$ cat config.mk
export PLATFORM = sky130hd
export DESIGN_NAME = rburst_gen
export DESIGN_NICKNAME = d
export VERILOG_FILES = /design/src/rtl/rburst_gen.sv
export SDC_FILE = /design/constraint.sdc
export NUM_CORES = 1
export LEC_CHECK = 0
export CAP_MARGIN = 20
export CORE_ASPECT_RATIO = 0.9
export CORE_UTILIZATION = 57
export DETAILED_ROUTE_END_ITERATION = 10
export PLACE_DENSITY_LB_ADDON = 0.08
export RECOVER_POWER = 25
export SETUP_SLACK_MARGIN = 0.1
export SLEW_MARGIN = 15
export SYNTH_ARGS = -nofsm -noshare
export SYNTH_HDL_FRONTEND = slang
export SYNTH_SLANG_ARGS = --single-unit
$ cat constraint.sdc
create_clock -name clk -period 17.2 [get_ports clk]
set_input_delay 2.58 -clock clk [delete_from_list [all_inputs] [get_ports clk]]
set_output_delay 2.58 -clock clk [all_outputs]
set_load 0.005 [all_outputs]
$ cat src/rtl/rburst_gen.sv
// Read burst generator: splits a beat-count request into credit-gated bursts that never cross 4 KB.
// Latency: first descriptor the cycle after acceptance; rd_done one cycle after the final beat.
// Backpressure: descriptor held stable until rburst_ready; issue stalls while credits < burst beats.
module rburst_gen #(
    parameter int ADDR_W             = 32,
    parameter int BEAT_BYTES_LOG2    = 3,
    parameter int RBURST_LEN         = 4,
    parameter int RBURST_COUNTER_LEN = 16,
    parameter int MAX_BURST_LEN      = 16,
    parameter int BUF_DEPTH          = 64
) (
    input  logic                          clk,
    input  logic                          resetn,
    input  logic                          rd_req_valid,
    output logic                          rd_req_ready,
    input  logic [ADDR_W-1:0]             rd_req_addr,
    input  logic [RBURST_COUNTER_LEN-1:0] rd_req_num_beats,
    output logic                          rburst_valid,
    input  logic                          rburst_ready,
    output logic [ADDR_W-1:0]             rburst_addr,
    output logic [RBURST_LEN-1:0]         rburst_len,
    input  logic                          rbeat_valid,
    input  logic                          rdata_consumed,
    output logic                          rd_busy,
    output logic                          rd_done
);
    localparam int CNT_W  = RBURST_COUNTER_LEN;
    localparam int CRED_W = $clog2(BUF_DEPTH) + 1;
    localparam int CALC_W = ((CNT_W > 13) ? CNT_W : 13) + 1;

    typedef enum logic [1:0] {IDLE, ISSUE, WAIT_DATA} state_t;
    state_t state, state_nx;

    logic [ADDR_W-1:0] cur_addr;
    logic [CNT_W-1:0]  remaining;
    logic [CNT_W-1:0]  num_q;
    logic [CNT_W-1:0]  rcvd;
    logic [CRED_W-1:0] credits;
    logic [CRED_W-1:0] credits_nx;
    logic              done_q;
    logic              done_nx;
    logic [12:0]       page_left;
    logic [12:0]       page_beats;
    logic [CALC_W-1:0] beats;
    logic              credit_ok;
    logic              accept;
    logic              hs;
    logic              busy_w;
    logic              last_beat;

    assign rd_done = done_q;

    // Beats left before the next 4 KB page boundary.
    assign page_left  = 13'd4096 - {1'b0, cur_addr[11:0]};
    assign page_beats = page_left >> BEAT_BYTES_LOG2;

    always_comb begin
        beats = CALC_W'(remaining);
        if (beats > CALC_W'(MAX_BURST_LEN)) beats = CALC_W'(MAX_BURST_LEN);
        if (beats > CALC_W'(page_beats))    beats = CALC_W'(page_beats);
    end

    assign credit_ok = (CALC_W'(credits) >= beats);
    // The rd_done cycle is spent in IDLE but must not take a new request.
    assign accept    = rd_req_valid && (state == IDLE) && !done_q;
    assign hs        = rburst_valid && rburst_ready;
    assign busy_w    = (state != IDLE);
    assign last_beat = busy_w && rbeat_valid && ((rcvd + CNT_W'(1)) == num_q);

    always_ff @(posedge clk) begin
        if (!resetn) state <= IDLE;
        else         state <= state_nx;
    end

    always_comb begin
        state_nx     = state;
        done_nx      = 1'b0;
        rd_req_ready = 1'b0;
        rd_busy      = 1'b0;
        rburst_valid = 1'b0;
        rburst_addr  = '0;
        rburst_len   = '0;
        case (state)
            IDLE: begin
                rd_req_ready = !done_q;
                if (accept) begin
                    if (rd_req_num_beats == '0) done_nx  = 1'b1;
                    else                        state_nx = ISSUE;
                end
            end
            ISSUE: begin
                rd_busy      = 1'b1;
                rburst_valid = credit_ok;
                rburst_addr  = cur_addr;
                rburst_len   = RBURST_LEN'(beats - CALC_W'(1));
                if (rburst_valid && rburst_ready && (CALC_W'(remaining) == beats))
                    state_nx = WAIT_DATA;
            end
            WAIT_DATA: begin
                rd_busy = 1'b1;
            end
            default: state_nx = IDLE;
        endcase
        // Completion wins over any state, including a still-issuing one.
        if (last_beat) begin
            state_nx = IDLE;
            done_nx  = 1'b1;
        end
    end

    always_comb begin
        credits_nx = credits;
        if (hs) credits_nx = credits_nx - CRED_W'(beats);
        if (rdata_consumed && (credits != CRED_W'(BUF_DEPTH)))
            credits_nx = credits_nx + CRED_W'(1);
    end

    always_ff @(posedge clk) begin
        if (!resetn) begin
            cur_addr  <= '0;
            remaining <= '0;
            num_q     <= '0;
            rcvd      <= '0;
            credits   <= CRED_W'(BUF_DEPTH);
            done_q    <= 1'b0;
        end else begin
            credits <= credits_nx;
            done_q  <= done_nx;
            if (accept) begin
                cur_addr  <= rd_req_addr & ~ADDR_W'((1 << BEAT_BYTES_LOG2) - 1);
                remaining <= rd_req_num_beats;
                num_q     <= rd_req_num_beats;
                rcvd      <= '0;
            end else begin
                if (hs) begin
                    cur_addr  <= cur_addr + (ADDR_W'(beats) << BEAT_BYTES_LOG2);
                    remaining <= remaining - CNT_W'(beats);
                end
                if (busy_w && rbeat_valid) rcvd <= rcvd + CNT_W'(1);
            end
        end
    end
endmodule
Yosys cells after proc, flatten, opt, wreduce, memory -nomap -nowiden. Cells that the tools add are included. Widths: inputs -> output; s select.

Flip-flop bits (word level): 90. Input port bits: 54. Output and inout bits: 40. Word-level logic and storage cells: 66.

$add $sub $neg: 7. Order comparisons: 3. Equality and inequality tests: 8. Muxes and demuxes: 21. Bitwise gates (word level): 2. Reductions and logical operators: 17.

Operators by type and width (count): $mux 32 (3); $mux 16 (4); $add 32x19->32 (1); $eq 16x16->1 (2); $add 16x1->16 const B (1); $ge 7x16->1 (1); $gt 16x10->1 (1); $gt 16x5->1 const B (1); $logic_not 16->1 (1); $sub 16x16->16 (1); $mux 7 (2); $sub 13x12->13 const A (1); $logic_and 1x1->1 (8); $add 7x1->7 const B (1); $mux 1 (7); $ne 7x7->1 const B (1); $sub 7x7->7 (1); $mux 2 (3); $ne 2x2->1 const B (3); $pmux 2 s3 (1); $reduce_or 2->1 (3); $mux 4 (1); $reduce_and 4->1 (1); $reduce_bool 2->1 (2); other kinds (6) (7).

Longest topological paths before layout. Gate-level depths: netlist of the first run.

Depth in word-level cells: 10. Mapped depth: 31. Depth with buffers taken out: 28.

Worst setup path after synthesis of the first run. OpenSTA, ideal clock, no wires.

Kind: flip-flop to output port. Start point: register cur_addr[5]. End point: output rburst_valid. Arrival time: 4202 ps. Setup slack: 10418 ps. Stages on the path, launching flop included: 20. Cells stage by stage: dfxtp_1 -> buf_6 -> or4_4 -> nor3_2 -> nand2_1 -> xnor2_1 -> ha_1 -> o21a_1 -> nor2_1 -> a31oi_1 -> o21ai_1 -> clkbuf_1 -> nand2_1 -> o21ai_0 -> inv_1 -> ha_1 -> o221ai_1 -> a222oi_1 -> o21ai_1 -> nor2_1.

Cells in the longest elaborated chain, start to end: 5.

RTL lines: start: declaration (line 34) `logic [ADDR_W-1:0] cur_addr;`; start signal: assignment (line 130) `cur_addr <= rd_req_addr & ~ADDR_W'((1 << BEAT_BYTES_LOG2) - 1);`; start signal: assignment (line 136) `cur_addr <= cur_addr + (ADDR_W'(beats) << BEAT_BYTES_LOG2);`; $sub 13x12->13 (*) (line 54) `assign page_left = 13'd4096 - {1'b0, cur_addr[11:0]};`; $gt 16x10->1 (line 60) `if (beats > CALC_W'(page_beats)) beats = CALC_W'(page_beats);`; $mux 16 (*) (line 60); $ge 7x16->1 (*) (line 63) `assign credit_ok = (CALC_W'(credits) >= beats);`; $mux 1 (*) (line 83) `case (state)`; end: declaration (line 18) `output logic rburst_valid,`.

Every way passes the cells marked *; elsewhere a longest branch is shown, timed or not.

Worst setup path after layout of the first run.
Start point: register remaining[10]. End point: output rburst_valid.

Cells in the longest elaborated chain, start to end: 6.

RTL lines: start: declaration (line 35) `logic [CNT_W-1:0] remaining;`; start signal: assignment (line 131) `remaining <= rd_req_num_beats;`; start signal: assignment (line 137) `remaining <= remaining - CNT_W'(beats);`; $gt 16x5->1 (line 59) `if (beats > CALC_W'(MAX_BURST_LEN)) beats = CALC_W'(MAX_BURST_LEN);`; $mux 16 (*) (line 59); $gt 16x10->1 (line 60); $mux 16 (*) (line 60); $ge 7x16->1 (*) (line 63); $mux 1 (*) (line 83).

Marked as above.

==> run metrics, run 1 <==
EDFF count, synth 0; M1 GR Usage 41.4%; mean number of vias per cell 5.86; GPL Wtd Cong 0.927; first-pass GRT wire length 31.2 mm; CP max stage delay 730 ps; Cell Rows 38; Syn-to-layout area delta 18.5%; Boundary Pins 94; met3 capacity usage during global routing 4.11%; Mapped Avg Cell Area 7.47 um2; dpl cells 1174; GRT busiest layer met2; Setup Skew 7.23 ps; yosys warns 0; CP Data Arrival Time 6260 ps; min Tclk post-route 8840 ps; Setup WS post-layout 8360 ps; post-CTS setup buffers 0; Seq/Total Area, Yosys 24.5%; status finished with violations; met2 GRT Util 48.3%; R2R Setup Slk 10020 ps; Worst Max-Slew Pin Slew 3810 ps; drt initial violations 575; FF+latch count, synth 87; crit path max fanout 13; commonest cells after routing, fill and taps aside nand2_1, dfxtp_1, nor2_1; Skew-Pair Late Insertion Delay 350 ps; startpoint types register; Final Cycle Share 51.4%; failing checks capacitance limit, slew limit; crit path launch remaining[10]; MaxCap Viol Count 1; number of global-route vias before repair 6343; largest net degree at the start of global routing 93; post-route DRC violation count 0; Power Total 906 uW; hold-fix buffers at CTS 0; Hold Crit Class register to register; TritonCTS buffer count 9; delay-heaviest family, CP compound AO/OA/AOI/OAI gates; Core Box Area 12100 um2; H-tree Lvls 3; slew margin rel. -154%; Detailed Place HPWL 13.7 mm; commonest non-fill, non-tap cell in the layout nand2_1; Layout Cells excl Fill 1190; grt total ovfl 0; # port buffers 87; Async S/R FF share, synth 0%; max-slew violation count 93; Worst Path Buf+Inv 4; post-layout util 69.6%; antenna cells 0; Power Density 107 nW/um2; CP cell instances nor4_2 > and3_1 > inv_1 > nor2_1 > ha_1 > nor2b_1 > nor3_1 > a2111oi_4 > o21ai_1 > o21ai_0 > inv_1 > ha_1 > a21o_1 > a21oi_1 > inv_1 > a21oi_1 > a222oi_1 > o21ai_1 > nor2_1 > clkdlybuf4s50_1; CP Capture Type output port; final hold violations 0; DRT Pass-1 Iters 5; Peak Freq 113 MHz; CP Class register to output port; Worst path most repeated cell inv_1; drt wl/cell 16.1 um; Max VDD drop 0.0732 mV; post_cts resized 0; top_reg_cell synth dfxtp_1; GRT Overall Usage 30.0%; Root Driver clkbuf_16; final wirelength 19.2 mm; Initial Util 58.7%; LEAKAGE 0.00329 uW; cell area after synthesis 7120 um2; CP required 14620 ps; CTS Sinks 87; reg2reg start remaining[10]; Unique masters post-synth 79; Hold Crit Start num_q[15]; DIE WIDTH 120 um; post-place setup slack 8870 ps; Setup TNS 0 ps; critical path's slowest cell o21ai_1; die area 12900 um2; DR vias 6971; CTS tree built; initial antenna violation count 0; fin nets 1132; Clock Path Buffers 2; setup violators final 0; RSZ-0062 raised after global routing false; share of cells above drive strength 1 4.37%; die height 108 um; Post-DRT Antenna Nets 0; Worst-path clk slew 70 ps; Post-Syn Instances 953
-- final cells by class --
type	count	area, um2
multi-input cells	787	5080
fillers	1047	3680
flip-flops and latches	87	1740
repair buffers	94	920
clock buffers	9	225
well taps	160	200
inverters	46	173
clock inverters	7	103
-- state kept, by name, summed over array words and instances, names as in the netlist --
name / flops
credits: 7
cur_addr: 29
num_q: 16
rcvd: 16
rd_done: 1
remaining: 16
state: 2
-- power breakdown --
group / internal, uW / leakage [uW] / switching [uW] / total [uW]
logic: 184 / 0.00241 / 257 / 441
registers: 220 / 0.000715 / 24.2 / 244
clock network: 130 / 0.000162 / 91.6 / 221
-- tightest hold or removal path, cell delays in order (launching register included) --
cell and delay (ps):
dfxtp_1 320, nand2_1 50, a21oi_1 50
-- synth_stat cells (all sizes together), types with 21 or more instances --
cell type / number / area share (%)
clkbuf: 40 / 2.1
dfxtp: 87 / 24
xor2: 41 / 5.1
a21oi: 78 / 5.5
a211oi: 21 / 2.2
inv: 45 / 2.4
nor4: 21 / 2.4
nand3: 24 / 1.7
xnor2: 53 / 6.5
ha: 52 / 9.1
o21ai: 56 / 3.9
nor3: 29 / 2.1
and2: 30 / 2.6
nor2: 85 / 4.5
nand2: 119 / 6.3
-- per-stage QoR --
stage               hold slack (ps)  cell area, um2
finish                          470            8440
global route                    499            8440
CTS                             474            8440
detailed placement              464            8120
global placement                457            8120
floorplan                       448            7180
-- cells by family after synthesis --
group | share of synthesized area, %
xor gates and xnor gates | 12.0
and+or+nand+nor | 25.1
adders and majority gates | 9.42
buffers and inverters | 5.41
muxes | 0.580
AOI/OAI and AO/OA | 22.9
other | 0.105
DFF | 24.5
-- per-layer routing --
layer	vias up	routed length, um	part of all wire, %
li1	3513	-	-
met1	3230	9200	48
met2	195	8660	45
met3	33	915	4.8
met4	0	397	2.1
met5	-	0	0
-- path summary, 6_finish.rpt --
path | to | cells past startpoint
setup / recovery | rburst_valid | 20
hold / removal | num_q[15] | 2
setup reg to reg | credits[6] | 26
hold reg to reg | num_q[15] | 2
No activity file was read; power rests on OpenSTA's default activity.
==> inputs of run 2 (changes only) <==
--- a/config.mk
+++ b/config.mk
@@ -7,7 +7,7 @@
 export LEC_CHECK = 0
 export CAP_MARGIN = 20
 export CORE_ASPECT_RATIO = 0.9
-export CORE_UTILIZATION = 57
+export CORE_UTILIZATION = 51
 export DETAILED_ROUTE_END_ITERATION = 10
 export PLACE_DENSITY_LB_ADDON = 0.08
 export RECOVER_POWER = 25
==> constraint.sdc (replaced) <==
create_clock -name clk -period 7.9 [get_ports clk]
set_input_delay 1.185 -clock clk [delete_from_list [all_inputs] [get_ports clk]]
set_output_delay 1.185 -clock clk [all_outputs]
set_load 0.005 [all_outputs]
==> run 2 against run 1 <==
  * The run still ends with capacitance limit, slew limit left
  * Power grew 110%
  * Sequential share of layout area is essentially flat
  * Via count shrank 1.6%
  * Clock skew grew 5.6 ps
  * Wire length shrank 1.4%
  * Die area grew 12%
  * Sequential power grew 120%
  * Critical endpoint unchanged
  * Largest power group unchanged
  * Largest cell class unchanged
==> run metrics, run 2 (synthesized netlist as in run 1, its figures left out) <==
status finished with violations (unchanged); failing checks capacitance limit, slew limit (unchanged); Largest Register cur_addr (unchanged); max-slew violation count 139 (was 93); initial antenna violation count 0 (unchanged); Worst-path clk slew 80 ps (was 70 ps); reg2reg start remaining[10] (unchanged); fin nets 1132 (unchanged); Setup TNS 0 ps (unchanged); Root Driver clkbuf_16 (unchanged); number of global-route vias before repair 6206 (was 6343); RSZ-0062 raised after global routing false (unchanged); drt initial violations 412 (was 575); drt wl/cell 15.8 um (was 16.1 um); GRT Overall Usage 26.8% (was 30.0%); Max VDD drop 0.131 mV (was 0.0732 mV); Final Cycle Share 91.5%; logic gate share of total power 49.9% (was 48.7%); share of cells above drive strength 1 4.27% (was 4.37%); post-route DRC violation count 0 (unchanged); slew margin rel. -148% (was -154%); CP Data Arrival Time 6040 ps (was 6260 ps); antenna cells 0 (unchanged); min Tclk post-route 7220 ps; Hold Crit Class register to register (unchanged); P_sw 822 uW (was 373 uW); Clock Path Buffers 2 (unchanged); Sequential Power Share 27.5% (was 26.9%); CP max stage delay 650 ps (was 730 ps); cell-internal power 1100 uW (was 533 uW); DR vias 6856 (was 6971); Hold Crit Start num_q[4] (was num_q[15]); Clock power frac 22.6% (was 24.4%); H-tree Lvls 3 (unchanged); # port buffers 87 (unchanged); wire length on met1 9.30 mm (was 9.20 mm); MaxCap Viol Count 2 (was 1); Switching Fraction 42.7% (was 41.2%); Power Density 229 nW/um2 (was 107 nW/um2); CP Capture Type output port (unchanged); Cell Rows 40 (was 38); DIE WIDTH 127 um (was 120 um); met2 WL 8.31 mm (was 8.66 mm); LEAKAGE 0.00327 uW (was 0.00329 uW); CTS tree built (unchanged); die height 114 um (was 108 um); Hold Path Depth 2 (unchanged); crit path max fanout 13 (unchanged); CP required 6710 ps (was 14620 ps); commonest non-fill, non-tap cell in the layout nand2_1 (unchanged); Core Box Area 13500 um2 (was 12100 um2); first-pass GRT wire length 31.0 mm (was 31.2 mm); Setup WS post-layout 675 ps (was 8360 ps); Power Total 1930 uW (was 906 uW); commonest cells after routing, fill and taps aside nand2_1, dfxtp_1, nor2_1 (unchanged); Layout Cells excl Fill 1198 (was 1190); grt total ovfl 0 (unchanged); CP Class register to output port (unchanged); critical path's slowest cell a222oi_1 (was o21ai_1); CP cell instances or4_4 > nor3_2 > nand2_1 > xnor2_1 > ha_1 > o21a_1 > nor2_1 > a31oi_1 > o21ai_2 > nand2_1 > o21ai_0 > inv_1 > ha_1 > o221ai_1 > a222oi_1 > o21ai_1 > nor2_1 > clkdlybuf4s50_1 (was nor4_2 > and3_1 > inv_1 > nor2_1 > ha_1 > nor2b_1 > nor3_1 > a2111oi_4 > o21ai_1 > o21ai_0 > inv_1 > ha_1 > a21o_1 > a21oi_1 > inv_1 > a21oi_1 > a222oi_1 > o21ai_1 > nor2_1 > clkdlybuf4s50_1); R2R Setup Slk 900 ps (was 10020 ps); Skew-Pair Late Insertion Delay 360 ps (was 350 ps); hold-fix buffers at CTS 0 (unchanged); startpoint types register (unchanged); Setup Skew 12.9 ps (was 7.23 ps); Hold Crit Endpoint num_q[4] (was num_q[15]); post-place setup slack 926 ps (was 8870 ps); FF-to-FF path depth 25 (was 26); met3 wire len 900 um (was 915 um); dpl cells 1181 (was 1174); CTS Sinks 87 (unchanged); Boundary Pins 94 (unchanged); setup violators final 0 (unchanged); mean number of vias per cell 5.72 (was 5.86); FF-to-FF End cur_addr[31] (was credits[6]); final wirelength 18.9 mm (was 19.2 mm); Detailed Place HPWL 13.8 mm (was 13.7 mm); Peak Freq 138 MHz; Largest register FFs 29 (unchanged); uppermost layer routed met4 (unchanged); GPL Wtd Cong 0.900 (was 0.927); Initial Util 52.9% (was 58.7%); Worst Max-Slew Pin Slew 3730 ps (was 3810 ps); Syn-to-layout area delta 18.2% (was 18.5%); die area 14400 um2 (was 12900 um2); final hold violations 0 (unchanged); largest net degree at the start of global routing 93 (unchanged); design area 8420 um2 (was 8440 um2); TritonCTS buffer count 9 (unchanged); DRT Pass-1 Iters 5 (unchanged); Post-DRT Antenna Nets 0 (unchanged); Placed Area 8120 um2 (about the same)
-- run 2: cell count changes in the layout (fill, tap and decap cells not counted), sizes merged --
cell,previous run,this run
clkdlybuf4s50,83,82
dlygate4sd3,4,5
inv,48,49
buf,6,5
clkinvlp,0,1
clkbuf,10,11
bufinv,2,0
-- run 2: area by class of cell --
| cell class | count | area, um2 |
|---|---|---|
| clock inverter | 7 | 72.6 |
| fill | 1242 | 5040 |
| inverter | 46 | 173 |
| clock buffer | 9 | 225 |
| timing repair buffer | 94 | 916 |
| tap | 168 | 210 |
| multi-input combinational | 787 | 5080 |
| sequential | 87 | 1740 |
-- run 2: per-stage QoR --
| step | hold WS [ps] | util [%] |
|---|---|---|
| after global routing | 490 | 62.5 |
| after detailed placement | 460 | 60.3 |
| after CTS | 474 | 62.5 |
| after floorplan | 448 | - |
| final | 469 | 62.5 |
| after global placement | 456 | 60.3 |
-- run 2: critical path: cells and delay by family, from the launching register on --
kind,cells,cell delay (ps)
adders and majority gates,2,740
AOI/OAI and AO/OA,7,2170
DFF,1,420
xor gates and xnor gates,1,170
and+or+nand+nor,6,1420
buffers and inverters,2,730
-- run 2: power by group through the flow --
stage                     registers (uW)  logic, uW  clock network [uW]
after global routing                 535       1060                 458
after floorplan                      519        722                   0
after global placement               537        932                   0
final                                529        961                 436
after CTS                            528        946                 441
after detailed placement             537        938                   0
-- run 2: timing repair --
action	in CTS	in global routing
gates resized for setup	0	1
buffers inserted	0	0
setup endpoints to repair	0	1
-- run 2: routing by layer --
metal / up-vias / track usage, %
met5: - / 0
met2: 155 / 43.6
li1: 3527 / -
met1: 3147 / 36.2
met4: 0 / 8.92
met3: 27 / 4.49
-- run 2: worst max path at each step --
stage	startpoint	endpoint	slack, ps	cells past startpoint
floorplan	cur_addr[5]	credits[6]	1630	28
global placement	cur_addr[5]	rburst_valid	990	18
detailed placement	cur_addr[5]	rburst_valid	930	18
CTS	cur_addr[5]	rburst_valid	510	18
global route	remaining[10]	cur_addr[31]	260	25
finish	cur_addr[5]	rburst_valid	680	18
==> RTL change 1: new RTL, flow settings as in run 1 <==
The parameter `ADDR_W` goes from 32 to 64.
--- a/src/rtl/rburst_gen.sv
+++ b/src/rtl/rburst_gen.sv
@@ -3,5 +3,5 @@
 // Backpressure: descriptor held stable until rburst_ready; issue stalls while credits < burst beats.
 module rburst_gen #(
-    parameter int ADDR_W             = 32,
+    parameter int ADDR_W             = 64,
     parameter int BEAT_BYTES_LOG2    = 3,
     parameter int RBURST_LEN         = 4,
Ports: changed (resized rburst_addr and rd_req_addr); port bits go from 94 to 158. No check against the original RTL was run, so the function may have changed too.
==> RTL change 1 against run 1 <==
- largest power group unchanged
- the run still ends with capacitance limit, slew limit left
- clock power grew 54%
- non-clock buffer count rose by 65
- worst setup slack gained 160 ps
- highest routed layer unchanged
- wire length rose by 36%
- synthesized area up 28%
- sequential cell count rose by 32
- maximum frequency up 1.9%
- cell area is 34% higher
- count of clock-buffer cells in the layout increased by 14
- total power grew 33%
==> RTL change 1: results (changes against run 1) <==
| Step | Quantity | This run | Delta |
|---|---|---|---|
| cells and area | # nets final | 1,500 | was 1,132 |
| critical path | Arrival time reported for the critical path endpoint | 6100 ps | was 6260 ps |
| clock tree | Clock insertion delay at the later pin of the skew report | 420 ps | was 350 ps |
| min path | Destination of the worst hold path | num_q[8] | was num_q[15] |
| place | Final HPWL DP | 18.2 mm | was 13.7 mm |
| flow run | Max-cap violation count | 3 | was 1 |
| place | Pre-CTS worst setup slack | 9040 ps | was 8870 ps |
| routing | Average wire length per cell after detail routing | 16.5 um | was 16.1 um |
| power and ir drop | Max rail drop VDD | 0.0770 mV | was 0.0732 mV |
| clock tree | Post-CTS Setup Inserts | 0 | unchanged |
| sta | Max Slew Vio Count | 156 | was 93 |
| routing | Via count | 9,327 | was 6,971 |
| place | PortBufs | 151 | was 87 |
| logic synthesis | Cell types occupying the most area after synthesis | dfxtp_1 (26%), ha_1 (7.1%), nor2_1 (6.0%) | was dfxtp_1 (24%), ha_1 (9.1%), xnor2_1 (6.5%) |
| outcome | Run status | finished, violations left | unchanged |
| critical path | Worst path max stage delay | 870 ps | was 730 ps |
| logic synthesis | Sequential area share after synthesis | 0.262 | was 0.245 |
| global route | Number of global-route vias before repair | 8,726 | was 6,343 |
| clock tree | Deepest level of the CTS H-tree | 4 | was 3 |
| logic synthesis | Most common library cells after synthesis | nor2_1 (146), dfxtp_1 (119), nand2_1 (115), a21oi_1 (102), o21ai_0 (64) | was nand2_1 (119), dfxtp_1 (87), nor2_1 (85), a21oi_1 (78), xnor2_1 (53) |
| place | Area post-placement | 10,700 um2 | was 8120 um2 |
| critical path | Critical path's slowest cell | o211ai_1 | was o21ai_1 |
| routing | Sum of met3 wire segment lengths after detailed routing | 1.77 mm | was 915 um |
| global route | GRT Resource Usage Total | 0.325 | was 0.300 |
| routing | Wire length on met1 | 12.3 mm | was 9.20 mm |
| logic synthesis | Post-synthesis instance total | 1,236 | was 953 |
| place | Global placement routability congestion | 0.938 | was 0.927 |
| global route | First-pass GRT wire length | 42.6 mm | was 31.2 mm |
| clock tree | CTS Buf Count | 17 | was 9 |
| sta | Worst slew pin tran | 2560 ps | was 3810 ps |
| routing | Average via count per standard cell | 5.92 | was 5.86 |
| sta | Final Skew | 13.6 ps | was 7.23 ps |
| cells and area | Flip-flop count of the largest register, all copies and words added | 61 | was 29 |
| power and ir drop | Pleak | 4.33 nW | was 3.29 nW |
| outcome | Failing checks | capacitance limit, slew limit | unchanged |
| logic synthesis | Number of enable flip-flop cells after synthesis | 0 | unchanged |
| critical path | Depth of the worst register-to-register path | 22 | was 26 |
| critical path | Critical R2R Launch | remaining[9] | was remaining[10] |
| routing | Detail Route met2 WL | 11.5 mm | was 8.66 mm |
| routing | Detailed Route Iter0 Violations | 631 | was 575 |
| logic synthesis | Count of unique library cells instantiated by Yosys | 69 | was 79 |
-- RTL change 1: cell count changes after synthesis, moves of 13 or more --
cell | run 1 | this run
o21ai_0 | 43 | 64
and2_1 | 30 | 60
o21ai_1 | 13 | 0
clkbuf_1 | 40 | 58
nor2_1 | 85 | 146
dfxtp_1 | 87 | 119
nand3_1 | 24 | 39
a21oi_1 | 78 | 102
-- RTL change 1: where the power goes --
part	internal, mW	total [mW]	switching (mW)
logic	0.223	0.527	0.303
clock network	0.208	0.340	0.131
registers	0.305	0.341	0.0361
total	0.736	1.21	0.470
-- RTL change 1: metrics by stage --
step,utilization,hold WS (ps)
final,0.728,463
after global routing,0.728,492
after CTS,0.728,468
after detailed placement,0.693,464
after global placement,0.692,455
after floorplan,-,448
-- RTL change 1: critical path: cells and delay by family (launching register included) --
| kind | cells | cell delay [ps] |
|---|---|---|
| simple gates | 11 | 2330 |
| compound gates | 5 | 1590 |
| buf+inv | 4 | 880 |
| fa+ha+maj | 2 | 520 |
| flops | 1 | 340 |
-- RTL change 1: worst max path at each step --
stage / startpoint / to / slack, ps / cells past startpoint
2_1_floorplan: remaining[13] / rburst_valid / 10050 / 21
3_3_place_gp: remaining[13] / rburst_valid / 9140 / 22
3_5_place_dp: remaining[13] / rburst_valid / 9040 / 22
4_1_cts: remaining[13] / rburst_valid / 8590 / 22
5_1_grt: remaining[13] / rburst_valid / 8080 / 22
6_report: remaining[9] / rburst_valid / 8520 / 22
-- RTL change 1: cell type report --
type                            instances  area [um2]
Fill cell                            1285        4220
Sequential cell                       119        2380
Clock inverter                          8        73.8
Timing Repair Buffer                  159        1570
Clock buffer                           23         478
Multi-Input combinational cell       1011        6320
Tap cell                              202         253
Inverter                               53         199
-- RTL change 1: metal layers --
metal	track usage	vias up
met5	0	-
met4	0.122	0
met3	0.0670	40
met2	0.497	311
met1	0.447	4342
li1	-	4634
-- RTL change 1: logic make-up (layout without fill, tap and decap cells) --
family / after synthesis / after routing / share of synthesized area
flops: 119 / 119 / 0.262
mux: 10 / 10 / 0.0114
fa+ha+maj: 54 / 54 / 0.0748
xor+xnor: 106 / 106 / 0.102
other cells: 2 / 19 / 0.000825
simple gates: 527 / 527 / 0.290
buf+inv: 123 / 243 / 0.0525
compound gates: 295 / 295 / 0.207
==> RTL change 2: new RTL, config.mk and constraints of run 1 <==
Made on the original files. The 3 states of `state_t` get a one-hot encoding in 3 bits.
--- a/src/rtl/rburst_gen.sv
+++ b/src/rtl/rburst_gen.sv
@@ -29,5 +29,5 @@
     localparam int CALC_W = ((CNT_W > 13) ? CNT_W : 13) + 1;
 
-    typedef enum logic [1:0] {IDLE, ISSUE, WAIT_DATA} state_t;
+    typedef enum logic [2:0] {IDLE = 3'b001, ISSUE = 3'b010, WAIT_DATA = 3'b100} state_t;
     state_t state, state_nx;
 
Check against the original RTL: no difference found for any inputs over 4 cycles, from zero or initial values and one cycle with resetn low; so few cycles prove little.
==> RTL change 2 against run 1 <==
- the flow still finishes with violations (capacitance limit, slew limit)
- synthesized area is 3.2% lower
- sequential cell count is 1 higher
- first-iteration DRC count is 17% higher
- critical path depth is 2 lower
- register-to-register slack better by 170 ps
- wire length is 2.8% lower
- worst setup slack better by 470 ps
- non-clock buffer count stayed put
- via count is 2.5% lower
- total power is 17% lower
- final cell count is 4.4% lower
- cell area is 2.8% lower
- synthesized cell count is 6.1% lower
- critical path type unchanged
==> RTL change 2: results (changes against run 1) <==
| Step | Quantity | This run | Delta |
|---|---|---|---|
| outcome | Run status | finished, violations left | unchanged |
| outcome | Failing checks | capacitance limit, slew limit | unchanged |
| sta | Final Skew | 6.21 ps | was 7.23 ps |
| logic synthesis | Count of unique library cells instantiated by Yosys | 84 | was 79 |
| routing | Sum of met3 wire segment lengths after detailed routing | 1.12 mm | was 915 um |
| global route | Met3 Use GR | 0.0429 | was 0.0411 |
| routing | Average wire length per cell after detail routing | 16.4 um | was 16.1 um |
| routing | Wire length on met1 | 8.59 mm | was 9.20 mm |
| logic synthesis | Sequential area share after synthesis | 0.256 | was 0.245 |
| sta | Worst hold-check slack | 470 ps | about the same |
| cells and area | # nets final | 1,081 | was 1,132 |
| global route | First-pass GRT wire length | 30.7 mm | was 31.2 mm |
| sta | Minimum setup slack in the final design | 8830 ps | was 8360 ps |
| sta | Max Slew Vio Count | 47 | was 93 |
| power and ir drop | Pleak | 3.26 nW | was 3.29 nW |
| routing | Detailed Route Iter0 Violations | 671 | was 575 |
| global route | GRT Resource Usage Total | 0.300 | about the same |
| global route | Fraction of met1 tracks used by global routing | 0.400 | was 0.414 |
| global route | M2 GR Usage | 0.501 | was 0.483 |
| cells and area | Layout filler cell count | 958 | was 1,047 |
| critical path | Worst reg-to-reg setup slack | 10,190 ps | was 10,020 ps |
| logic synthesis | Most common library cells after synthesis | nand2_1 (112), dfxtp_1 (88), nor2_1 (82), a21oi_1 (72), ha_1 (49) | was nand2_1 (119), dfxtp_1 (87), nor2_1 (85), a21oi_1 (78), xnor2_1 (53) |
| flow run | Max-cap violation count | 1 | unchanged |
| routing | Average via count per standard cell | 5.97 | was 5.86 |
| global route | Maximum number of pins on one net before global-route repair | 47 | was 93 |
| sta | Worst slew pin tran | 2050 ps | was 3810 ps |
| logic synthesis | Cell types occupying the most area after synthesis | dfxtp_1 (26%), ha_1 (8.9%), nand2_1 (6.1%) | was dfxtp_1 (24%), ha_1 (9.1%), xnor2_1 (6.5%) |
| place | Final HPWL DP | 13.7 mm | about the same |
| routing | Detail Route met2 WL | 8.66 mm | about the same |
| place | Dpl cells | 1,122 | was 1,174 |
| critical path | Arrival time reported for the critical path endpoint | 5790 ps | was 6260 ps |
| critical path | Worst Path Max Fanout | 20 | was 13 |
| die | Chip Width | 118 um | was 120 um |
| cells and area | Post-layout instance area | 8200 um2 | was 8440 um2 |
| global route | Number of global-route vias before repair | 6,446 | was 6,343 |
## RTL change 2: changes by cell type after synthesis, moves of 8 or more
cell | before | now
nor3_1 | 28 | 20
a211oi_1 | 21 | 9
clkbuf_1 | 40 | 30
o21ai_0 | 43 | 35
o21ai_1 | 13 | 3
xnor2_1 | 53 | 45
xor2_1 | 40 | 29
## RTL change 2: worst max-delay path, stage by stage, from the launching register on
cell and delay, ps:
dfxtp_1 340, nor4_2 400, and3_1 450, and2_1 320, ha_1 290, nor2b_1 170, o311ai_4 300, o221ai_2 150
o211ai_2 720, o21ai_0 460, inv_1 230, ha_1 250, or2_2 130, o22ai_1 90, nor2_1 190, o21ai_0 110
and2_1 180, nor2_1 150, clkdlybuf4s50_1 520
## RTL change 2: path summary, 6_finish.rpt
path                                     from           end  cells past startpoint
worst min-delay path                 num_q[3]      num_q[3]                      2
worst max register to register  remaining[10]    credits[6]                     24
worst min register to register       num_q[3]      num_q[3]                      2
worst max-delay path            remaining[10]  rburst_valid                     18
## RTL change 2: layout make-up
class                      count  area share
timing repair buffer          94       0.112
clock inverter                 6     0.00885
clock buffer                  10      0.0291
sequential                    88       0.215
inverter                      39      0.0179
multi-input combinational    745       0.593
tap                          156      0.0238
## RTL change 2: logic make-up after synthesis
kind of cell	synth area share
muxes	0.0103
other	0.00109
AOI/OAI and AO/OA	0.226
buffers and inverters	0.0477
adders and majority gates	0.0919
and+or+nand+nor	0.268
xor gates and xnor gates	0.0988
DFF	0.256
## RTL change 2: power breakdown
group / total (mW) / internal, mW / switching [mW]
logic: 0.310 / 0.131 / 0.179
clock network: 0.212 / 0.119 / 0.0931
registers: 0.233 / 0.216 / 0.0164
total: 0.755 / 0.467 / 0.289
